### src/rtl/mos6502_int_seq.sv
// mos6502_int_seq: reset / NMI / BRK / IRQ sequencer for the mos6502 core.
// Arbitrates requests at instruction boundaries, runs the 7-cycle push and
// vector-fetch sequence on the shared bus, then pulses pc_load with the new
// PC and S. Define IRQ_VECTOR_TABLE_EN to give IRQ source k its own vector at
// IRQ_VEC - 2*(k+1) - 4 (descending table below NMI_VEC); BRK keeps IRQ_VEC.
//
// state  | meaning
// IDLE   | core owns the bus; waits for pending reset or a granted poll
// T0,T1  | dummy reads at pc_in
// T2..T4 | push PCH, PCL, P (plain reads for a reset sequence)
// T5,T6  | vector low / high byte reads
// LOAD   | pc_load pulse with pc_new / s_new
module mos6502_int_seq #(
    parameter int                ADDR_W     = 16,
    parameter int                DATA_W     = 8,
    parameter int                N_IRQ      = 4,
    parameter logic [7:0]        STACK_PAGE = 8'h01,
    parameter logic [ADDR_W-1:0] NMI_VEC    = ADDR_W'(16'hFFFA),
    parameter logic [ADDR_W-1:0] RES_VEC    = ADDR_W'(16'hFFFC),
    parameter logic [ADDR_W-1:0] IRQ_VEC    = ADDR_W'(16'hFFFE),
    localparam int               IDW        = (N_IRQ > 1) ? $clog2(N_IRQ) : 1
) (
    input  logic              clk,
    input  logic              res,
    input  logic              rdy,
    input  logic              NMI,
    input  logic [N_IRQ-1:0]  IRQ,
    input  logic [DATA_W-1:0] d_in,
    output logic [ADDR_W-1:0] add_bus,
    output logic [DATA_W-1:0] d_out,
    output logic              write_en,
    input  logic              poll,
    input  logic              brk_req,
    input  logic              i_flag,
    input  logic [ADDR_W-1:0] pc_in,
    input  logic [7:0]        p_in,
    input  logic [7:0]        s_in,
    output logic              seq_busy,
    output logic              pc_load,
    output logic [ADDR_W-1:0] pc_new,
    output logic [7:0]        s_new,
    output logic [IDW-1:0]    irq_id
);

    typedef enum logic [3:0] {
        S_IDLE, S_T0, S_T1, S_T2, S_T3, S_T4, S_T5, S_T6, S_LOAD
    } state_t;

    typedef enum logic [1:0] {K_RES, K_NMI, K_BRK, K_IRQ} kind_t;

    state_t            state;
    kind_t             kind;
    logic              res_pend;
    logic              nmi_prev;
    logic              nmi_pend;
    logic [DATA_W-1:0] vec_lo;

    logic              nmi_edge;
    logic              stall;
    logic              irq_any;
    logic              vec_is_nmi;
    logic [IDW-1:0]    irq_sel;
    logic [7:0]        push_p;
    logic [ADDR_W-1:0] vec_addr;

    function automatic logic [ADDR_W-1:0] stack_addr(input logic [7:0] s);
        return ADDR_W'({STACK_PAGE, s});
    endfunction

    // Lowest-index active (low) IRQ source
    always_comb begin
        irq_any = 1'b0;
        irq_sel = '0;
        for (int k = N_IRQ - 1; k >= 0; k--) begin
            if (!IRQ[k]) begin
                irq_any = 1'b1;
                irq_sel = IDW'(k);
            end
        end
    end

    // Stall qualification, pushed status byte and vector choice for T4 -> T5
    always_comb begin
        nmi_edge = nmi_prev & ~NMI;
        case (state)
            S_T0, S_T1, S_T5, S_T6: stall = ~rdy;
            S_T2, S_T3, S_T4:       stall = ~rdy & (kind == K_RES);
            default:                stall = 1'b0;
        endcase
        push_p = (p_in | 8'h20) & 8'hEF;
        if (kind == K_BRK)
            push_p = push_p | 8'h10;
        // An NMI pending by T4 steals a BRK/IRQ sequence; the pushed B bit stays.
        vec_is_nmi = (kind == K_NMI) || (nmi_pend && (kind == K_BRK || kind == K_IRQ));
`ifdef IRQ_VECTOR_TABLE_EN
        vec_addr = (kind == K_IRQ) ? IRQ_VEC - ADDR_W'(2 * (int'(irq_id) + 1) + 4) : IRQ_VEC;
`else
        vec_addr = IRQ_VEC;
`endif
        if (vec_is_nmi)
            vec_addr = NMI_VEC;
        if (kind == K_RES)
            vec_addr = RES_VEC;
    end

    // Sequencer FSM; bus outputs are registered together with the state
    always_ff @(posedge clk or negedge res) begin
        if (!res) begin
            state    <= S_IDLE;
            kind     <= K_RES;
            res_pend <= 1'b1;
            nmi_prev <= 1'b1;
            nmi_pend <= 1'b0;
            vec_lo   <= '0;
            add_bus  <= '0;
            d_out    <= '0;
            write_en <= 1'b1;
            seq_busy <= 1'b0;
            pc_load  <= 1'b0;
            pc_new   <= '0;
            s_new    <= '0;
            irq_id   <= '0;
        end else begin
            nmi_prev <= NMI;
            if (nmi_edge)
                nmi_pend <= 1'b1;
            case (state)
                S_IDLE: begin
                    if (res_pend || (poll && (nmi_pend || brk_req || (irq_any && !i_flag)))) begin
                        state    <= S_T0;
                        seq_busy <= 1'b1;
                        add_bus  <= pc_in;
                        write_en <= 1'b1;
                        res_pend <= 1'b0;
                        if (res_pend)
                            kind <= K_RES;
                        else if (nmi_pend)
                            kind <= K_NMI;
                        else if (brk_req)
                            kind <= K_BRK;
                        else begin
                            kind   <= K_IRQ;
                            irq_id <= irq_sel;
                        end
                    end
                end
                S_T0: if (!stall) state <= S_T1;
                S_T1: if (!stall) begin
                    state    <= S_T2;
                    add_bus  <= stack_addr(s_in);
                    d_out    <= DATA_W'(pc_in >> 8);
                    write_en <= (kind == K_RES);
                end
                S_T2: if (!stall) begin
                    state   <= S_T3;
                    add_bus <= stack_addr(s_in - 8'd1);
                    d_out   <= DATA_W'(pc_in[7:0]);
                end
                S_T3: if (!stall) begin
                    state   <= S_T4;
                    add_bus <= stack_addr(s_in - 8'd2);
                    d_out   <= DATA_W'(push_p);
                end
                S_T4: if (!stall) begin
                    state    <= S_T5;
                    add_bus  <= vec_addr;
                    write_en <= 1'b1;
                    // Consume the pending NMI; an edge on this very clock survives.
                    if (vec_is_nmi)
                        nmi_pend <= nmi_edge;
                end
                S_T5: if (!stall) begin
                    state   <= S_T6;
                    vec_lo  <= d_in;
                    add_bus <= add_bus + ADDR_W'(1);
                end
                S_T6: if (!stall) begin
                    state   <= S_LOAD;
                    pc_load <= 1'b1;
                    pc_new  <= ADDR_W'({d_in, vec_lo});
                    s_new   <= s_in - 8'd3;
                end
                S_LOAD: begin
                    state    <= S_IDLE;
                    pc_load  <= 1'b0;
                    seq_busy <= 1'b0;
                    add_bus  <= '0;
                    d_out    <= '0;
                end
                default: state <= S_IDLE;
            endcase
        end
    end

endmodule

### config.mk
export PLATFORM = sky130hd
export DESIGN_NAME = mos6502_int_seq
export DESIGN_NICKNAME = d
export VERILOG_FILES = /design/src/rtl/mos6502_int_seq.sv
export SDC_FILE = /design/constraint.sdc
export NUM_CORES = 1
export LEC_CHECK = 0
export CORE_MARGIN = 10
export CORE_UTILIZATION = 50
export CTS_CLUSTER_SIZE = 25
export DETAILED_ROUTE_END_ITERATION = 12
export PLACE_DENSITY_LB_ADDON = 0.2
export SYNTH_ARGS = -nofsm -noshare
export SYNTH_HDL_FRONTEND = slang
export SYNTH_SLANG_ARGS = --single-unit
### constraint.sdc
create_clock -name clk -period 2.65 [get_ports clk]
set_input_delay 0.3975 -clock clk [delete_from_list [all_inputs] [get_ports clk]]
set_output_delay 0.3975 -clock clk [all_outputs]
set_load 0.005 [all_outputs]
; Word level (Yosys, flattened, before mapping)
; Cells that the tools add are included.
[classes]
add_sub_neg = 4
n_mux = 45
n_reduce_logical = 28
bitwise = 8
eq_ne = 19
[op_table]
columns = operator, n
row1 = two-way mux 16 bit, 7
row2 = case mux 16 bit (7 select lines), 1
row3 = two-way mux 4 bit, 8
row4 = case mux 4 bit (8 select lines), 1
row5 = case mux 8 bit (4 select lines), 1
row6 = two-way mux 8 bit, 3
row7 = adder 16 x 1 -> 16 bit (second input constant), 1
row8 = equality test 4 x 3 -> 1 bit (second input constant), 4
row9 = != test 2 bit (second input constant), 8
row10 = subtractor 8 x 2 -> 8 bit (second input constant), 2
row11 = two-way mux 1 bit, 12
row12 = two-way mux 2 bit, 6
row13 = AND reduction 2 bit, 5
row14 = equality test 4 x 2 -> 1 bit (second input constant), 2
row15 = AND reduction 4 bit, 2
row16 = AND reduction 8 bit, 1
row17 = subtractor 8 x 1 -> 8 bit (second input constant), 1
row18 = AND reduction 7 bit, 1
row19 = nonzero test 7 bit, 1
row20 = NOT 1 bit, 6
row21 = case mux 1 bit (2 select lines), 3
row22 = logical OR 1 bit, 5
row23 = two-way mux 5 bit, 1
row24 = AND reduction 5 bit, 1
row25 = other kinds (16), 21
[word_totals]
word_cells = 118
out_inout_bits = 53
in_bits = 51
ff_bits = 70

; Logic depth before layout (Yosys ltp)
; Gate-level depths: netlist of run 1.
[logic_depth]
word_depth = 10
depth_mapped = 8
ltp_nobuf = 7

; Worst setup path before layout of run 1
; OpenSTA, ideal clock, no wires.
[synth_path]
kind = reg-to-reg
from = reg state[1]
to = reg add_bus[2]
slack_ns = 0.716
setup_ns = 0.125
n_path_buf = 2
stages_incl_launch_ff = 7
period_less_slack_ns = 1.934
arrival_ns = 1.809
required_ns = 2.525
path_cell_list = dfrtp_1 -> buf_6 -> or4b_4 -> buf_6 -> o31a_2 -> a211o_1 -> mux2_2
[synth_between]
elab_chain_len = 5
elab_cells_between_ends = 21
cone_classes = 14 x eq/ne / 2 x mux / 5 x reduce/logical
[synth_lines]
columns = item, line_no
row1 = from (decl), 51  ; state_t state;
row2 = from (signal assigned), 109  ; state <= S_IDLE;
row3 = from (signal assigned), 130  ; state <= S_T0;
row4 = from (signal assigned), 147  ; S_T0: if (!stall) state <= S_T1;
row5 = "equality test 4 x 3 -> 1 bit, or another cell as far along", 85  ; case (state)
row6 = OR reduction 4 bit or OR reduction 3 bit (tied branches), 85
row7 = case mux 1 bit (2 select lines), 85
row8 = != test 2 bit (no source line), --
row9 = AND reduction 7 bit (no source line), --
row10 = to (signal assigned), 132  ; add_bus <= pc_in;
row11 = to (signal assigned), 150  ; add_bus <= stack_addr(s_in);
row12 = to (signal assigned), 156  ; add_bus <= stack_addr(s_in - 8'd1);
row13 = to (decl), 29  ; output logic [ADDR_W-1:0] add_bus,
; Parallel ways exist; a longest one is shown, timed or not.
; A chain may end at the register's enable or synchronous reset.

; Final worst setup path of run 1
[layout_path]
from = reg state[2]
to = reg add_bus[6]
; Same word-level chain as after synthesis.

==> run metrics, run 1 <==
CP delay by family, top=compound AO/OA/AOI/OAI gates; Syn Nets=472; CP max-delay cell=or4b_4; Clk pwr share=12.5%; vias per inst=5.99; initial antenna violation count=0; drt pass-1 iters=7; fin crit share=87.2%; syn avg cell area=9.87 µm²; CP Max Fanout=17; CTS Buf Count=9; Syn Inst Count=415; die area=12200 µm²; CTS max path bufs=2; routed len/inst=19.4 µm; Critical path buffers and inverters=1; worst slack, placed=280 ps; fin cells=628; Vert. Die Dim=111 µm; largest net degree at the start of global routing=32; port bufs=101; CTS resizes=0; floorplan core area=7850 µm²; #FFs+latches synth=70; setup TNS=0 ps; Remaining Overflow, GRT=0; Tmin final=2310 ps; Layout Nets=578; WP data arrival=2550 ps; drt total wl=12.2 mm; Slew @ Worst Pin=726 ps; Worst Clk Skew=13.6 ps; first-pass GRT wire length=20.0 mm; top-area cell type share of the netlist area=40.9%; power density cells=1190 nW/µm²; Area growth, synth to finish=32.6%; post-DP HPWL=9.15 mm; dpl cells=611; max_cap viols=0; Cell Area, Synth=4100 µm²; async set-reset flop share out of synthesis=100%; CTS tree=yes; sw frac=40.7%; die width=111 µm; vias in the first global route=3854; status=finished, final reports clean; number of I/O pins=104; sequential power share=31.9%; post-CTS setup buffer count=0; Setup WS post-layout=339 ps; Iteration-0 DRC Markers=312; Hold Path Class=in2async; Placement Rows=32; static leakage=2.25 nW; combinational cell fraction of total power=55.6%; Setup CP Type=reg2reg; Slew Viols, Final=0; Starting Density=52.2%; biggest area consumer among synthesized cells=dfrtp_1; Worst Setup Start Kind=flop; drt drc=0; Hold Fails Final Rpt=0; all-layer global routing usage=19.3%; Max H-tree Level=3; crit-path cells=buf_4 > or4b_4 > o211a_1 > a21oi_1 > o211ai_1 > a22o_1; Sink Count=70; Antenna Violating Nets Remaining=0; synth warn=0; peak supply drop=0.695 mV; vias=3762; max incr delay on CP=560 ps; Required @ worst endpoint=2890 ps; Worst-Skew Late Latency=360 ps; Seq/Total Area, Yosys=42.9%; clock tree root driver cell=clkbuf_8; Final GP Congestion=0.904; share of cells above drive strength 1=16.3%; CP Capture Type=flop; Unique masters post-synth=68; diodes inserted=0; fmax=433 MHz; final setup fails=0; Worst-path clk slew=80 ps; EDFF count, synth=0; unrepaired setup endpoints after global routing=no; Power Internal=3.83 mW; Synth area leaders=dfrtp_1 (41%), mux2_2 (9.3%), nor2_1 (3.4%); max_slew headroom=51.6%; ys flop type=dfrtp_1; hold slack=436 ps; Sw Pwr=2.63 mW
-- repair_timing --
action,in CTS,in global routing
hold buffers,1,0
setup endpoints to repair,0,0
endpoints found under the hold margin,7,0
-- cell families (layout without fill, tap and decap cells) --
logic type	Yosys count	after routing	share of synthesized area [%]
muxes	41	41	11.1
adders and majority gates	6	6	1.83
xor gates and xnor gates	15	15	3.21
AOI/OAI and AO/OA	120	120	20.9
buffers and inverters	45	156	5.10
and+or+nand+nor	118	118	15.1
DFF	70	70	42.9
-- final cells by class --
type                       instances  area [µm²]
fill                             614        2420
multi-input combinational        300        2140
clock inverter                     7        56.3
inverter                          19        71.3
timing repair buffer             121        1160
clock buffer                       9         124
tap                              102         128
sequential                        70        1760
-- path summary, 6_finish.rpt --
kind / slack [ps] / to / startpoint / depth (start not counted)
max in group asynchronous: 1510 / res_pend$_DFFE_PN1P_ / res / 3
worst min register to register: 480 / seq_busy$_DFFE_PN0P_ / seq_busy$_DFFE_PN0P_ / 1
min in group clk: 470 / nmi_prev$_DFF_PN1_ / NMI / 1
worst min-delay path: 440 / irq_id[0]$_DFFE_PN0P_ / res / 2
worst max-delay path: 340 / add_bus[6]$_DFFE_PN0P_ / state[2]$_DFFE_PN0P_ / 6
worst max register to register: 340 / add_bus[6]$_DFFE_PN0P_ / state[2]$_DFFE_PN0P_ / 6
-- flip-flops by register name, summed over array words and instances (netlist names) --
| name | count |
|---|---|
| kind | 2 |
| nmi_prev | 1 |
| seq_busy | 1 |
| pc_new | 16 |
| vec_lo | 8 |
| state | 4 |
| write_en | 1 |
| irq_id | 2 |
| d_out | 8 |
| pc_load | 1 |
| add_bus | 16 |
| s_new | 8 |
| nmi_pend | 1 |
| res_pend | 1 |
-- placed cells by master (no fill, tap or decap), types with 5 or more instances in the layout --
| cell | synthesis | routed |
|---|---|---|
| clkdlybuf4s50_1 | 0 | 100 |
| dfrtp_1 | 67 | 67 |
| nor2_1 | 37 | 37 |
| mux2_2 | 34 | 34 |
| a21oi_1 | 22 | 22 |
| o21ai_0 | 20 | 20 |
| nand2_1 | 20 | 20 |
| buf_4 | 0 | 19 |
| inv_1 | 17 | 17 |
| nand3_1 | 12 | 12 |
| o31ai_1 | 12 | 12 |
| nor3_1 | 10 | 9 |
| clkbuf_8 | 0 | 9 |
| xnor2_1 | 8 | 8 |
| a31oi_1 | 7 | 7 |
| xor2_1 | 7 | 7 |
| a222oi_1 | 7 | 7 |
| mux2i_1 | 7 | 7 |
| nor2b_1 | 6 | 6 |
| ha_1 | 6 | 6 |
| a211oi_1 | 5 | 5 |
-- synthesized netlist by cell type, types with 4 or more instances --
master / number
a211oi_1: 5
a21oi_1: 22
a222oi_1: 7
a2bb2oi_1: 4
a31oi_1: 7
a41oi_1: 4
buf_2: 14
clkbuf_1: 7
dfrtp_1: 67
ha_1: 6
inv_1: 17
mux2_2: 34
mux2i_1: 7
nand2_1: 20
nand2b_1: 4
nand3_1: 12
nor2_1: 37
nor2b_1: 6
nor3_1: 10
o21ai_0: 20
o31ai_1: 12
xnor2_1: 8
xor2_1: 7
-- per-layer routing --
layer  GRT usage [%]  routed length [µm]  up-vias
li1                -                   -     1756
met1            23.3                4950     1822
met2            31.3                5860      163
met3            6.05                1050       21
met4            7.51                 288        0
met5               0                   0        -
-- per-stage QoR --
step                total power, mW  cell area [µm²]  util [%]
finish                         6.46             5430      69.2
global route                   6.95             5430      69.2
CTS                            6.48             5430      69.2
detailed placement             5.64             5240      66.8
global placement               5.53             5240      66.8
floorplan                      4.12             4100         -
-- power groups by stage --
stage | sequential [mW] | combinational, mW | clock (mW)
final | 2.06 | 3.59 | 0.809
after global routing | 2.14 | 3.93 | 0.877
after CTS | 2.06 | 3.60 | 0.818
after detailed placement | 2.07 | 3.57 | 0
after global placement | 2.04 | 3.49 | 0
after floorplan | 1.95 | 2.17 | 0
(Power assumes the default switching activity.)
==> run 2, diff against run 1 <==
==> constraint.sdc (replaced) <==
create_clock -name clk -period 2.65 [get_ports clk]
set_input_delay 0.265 -clock clk [delete_from_list [all_inputs] [get_ports clk]]
set_output_delay 0.265 -clock clk [all_outputs]
set_load 0.005 [all_outputs]
==> run 2 against run 1 <==
- hold slack worse by 100 ps
- first-iteration DRC count is 17% higher
- clock skew grew 2.8 ps
- total power rose by 1.3%
- count of clock-buffer cells in the layout unchanged
- combinational power up 1%
- die area unchanged
- critical path depth shrank 1
- non-clock buffer count unchanged
- cell area increased by 0.62%
==> run metrics, run 2 (synthesized netlist as in run 1, its figures left out) <==
status=finished, final reports clean; r2r startpoint=state[1]$_DFFE_PN0P_; routed len/inst=19.0 µm; post-CTS setup buffer count=0; final setup fails=0; fin crit share=85.1%; power density cells=1200 nW/µm²; all-layer global routing usage=18.9%; Placement Rows=32; Max H-tree Level=3; Starting Density=52.2%; Setup crit end=d_out[3]$_DFFE_PN0P_; die area=12200 µm²; drt drc=0; max_slew headroom=48.0%; hold_buf cts=1; CP Max Fanout=14; diodes inserted=0; number of I/O pins=104; Worst-Skew Late Latency=370 ps; max_cap viols=0; Remaining Overflow, GRT=0; CTS Buf Count=9; CP Capture Type=flop; Layout Nets=578; fin cells=628; Antenna Violating Nets Remaining=0; CTS tree=yes; Worst-path clk slew=90 ps; Top Registers=add_bus (16), pc_new (16); Final GP Congestion=0.929; Worst Setup Start Kind=flop; Hold Fails Final Rpt=0; post-DP HPWL=9.00 mm; Hold Path Class=in2reg; unrepaired setup endpoints after global routing=no; Setup CP Type=reg2reg; CTS max path bufs=2; most frequent cells in the layout=clkdlybuf4s50_1 (100), dfrtp_1 (67), nor2_1 (37); Required @ worst endpoint=2920 ps; Vert. Die Dim=111 µm; dpl cells=611; share of cells above drive strength 1=16.3%; Iteration-0 DRC Markers=365; fmax=443 MHz; Slew Viols, Final=0; Worst Clk Skew=16.4 ps; WP data arrival=2530 ps; static leakage=2.26 nW; peak supply drop=0.686 mV; worst hold path startpoint=NMI; post-route cell area=5460 µm²; drt total wl=12.0 mm; largest net degree at the start of global routing=71; Sink Count=70; CTS resizes=0; setup TNS=0 ps; floorplan core area=7850 µm²; vias per inst=6.00; first-pass GRT wire length=19.6 mm; R2R Setup Slk=390 ps; vias=3767; Reg2Reg Capture Point=d_out[3]$_DFFE_PN0P_; Slew @ Worst Pin=774 ps; clock tree root driver cell=clkbuf_8; Crit. Startpoint=state[1]$_DFFE_PN0P_; cell area after placement=5260 µm²; port bufs=101; vias in the first global route=3746; Area growth, synth to finish=33.4%; Tmin final=2260 ps; R2R cell count=5; initial antenna violation count=0; drt pass-1 iters=6; most common cell after layout, fill and taps aside=clkdlybuf4s50_1; die width=111 µm; Pwr Total=6.55 mW
==> run 2: changes by cell type in the layout (fill, tap and decap cells not counted), sizes merged <==
cell	delta
clkinv	-3
inv	+3
==> run 2: layer usage <==
layer / global-route usage, % / wire (µm) / share of wire (%) / up-vias
met5: 0 / 0 / 0 / -
met4: 4.66 / 222 / 1.9 / 0
met3: 5.51 / 1020 / 8.5 / 20
met2: 30.4 / 5640 / 47 / 168
met1: 24.2 / 5080 / 42 / 1821
li1: - / - / - / 1758
==> run 2: metrics by stage <==
step | utilization, % | setup WS (ps) | hold WS, ps
after detailed placement | 67.1 | 280 | 321
after CTS | 69.6 | 450 | 328
final | 69.6 | 394 | 335
after floorplan | - | 716 | -30.6
after global routing | 69.6 | 273 | 344
after global placement | 67.1 | 335 | 319
==> run 2: worst max-delay path: stages (launching register included) <==
cell      delay, ps
dfrtp_1         520
buf_4           220
and4bb_2        340
a21oi_1         640
a222oi_1        230
mux2i_1         220
==> run 2: report_power, final <==
part	switching [mW]	total [mW]	internal (mW)
clock network	0.493	0.857	0.364
logic	1.71	3.64	1.93
registers	0.468	2.06	1.59
==> run 2: worst min-delay path by stage <==
stage	depth (start not counted)	slack, ps	to
final	1	340	nmi_prev$_DFF_PN1_
after detailed placement	2	320	irq_id[0]$_DFFE_PN0P_
after global placement	2	320	irq_id[0]$_DFFE_PN0P_
after CTS	1	330	nmi_prev$_DFF_PN1_
after floorplan	0	-30	add_bus[0]$_DFFE_PN0P_
after global routing	1	340	nmi_prev$_DFF_PN1_
==> run 2: final cells by class <==
type | instances | area (µm²)
Fill cell | 636 | 2380
Multi-Input combinational cell | 300 | 2140
Sequential cell | 70 | 1760
Timing Repair Buffer | 121 | 1180
Tap cell | 102 | 128
Clock buffer | 9 | 124
Inverter | 19 | 71.3
Clock inverter | 7 | 65.1
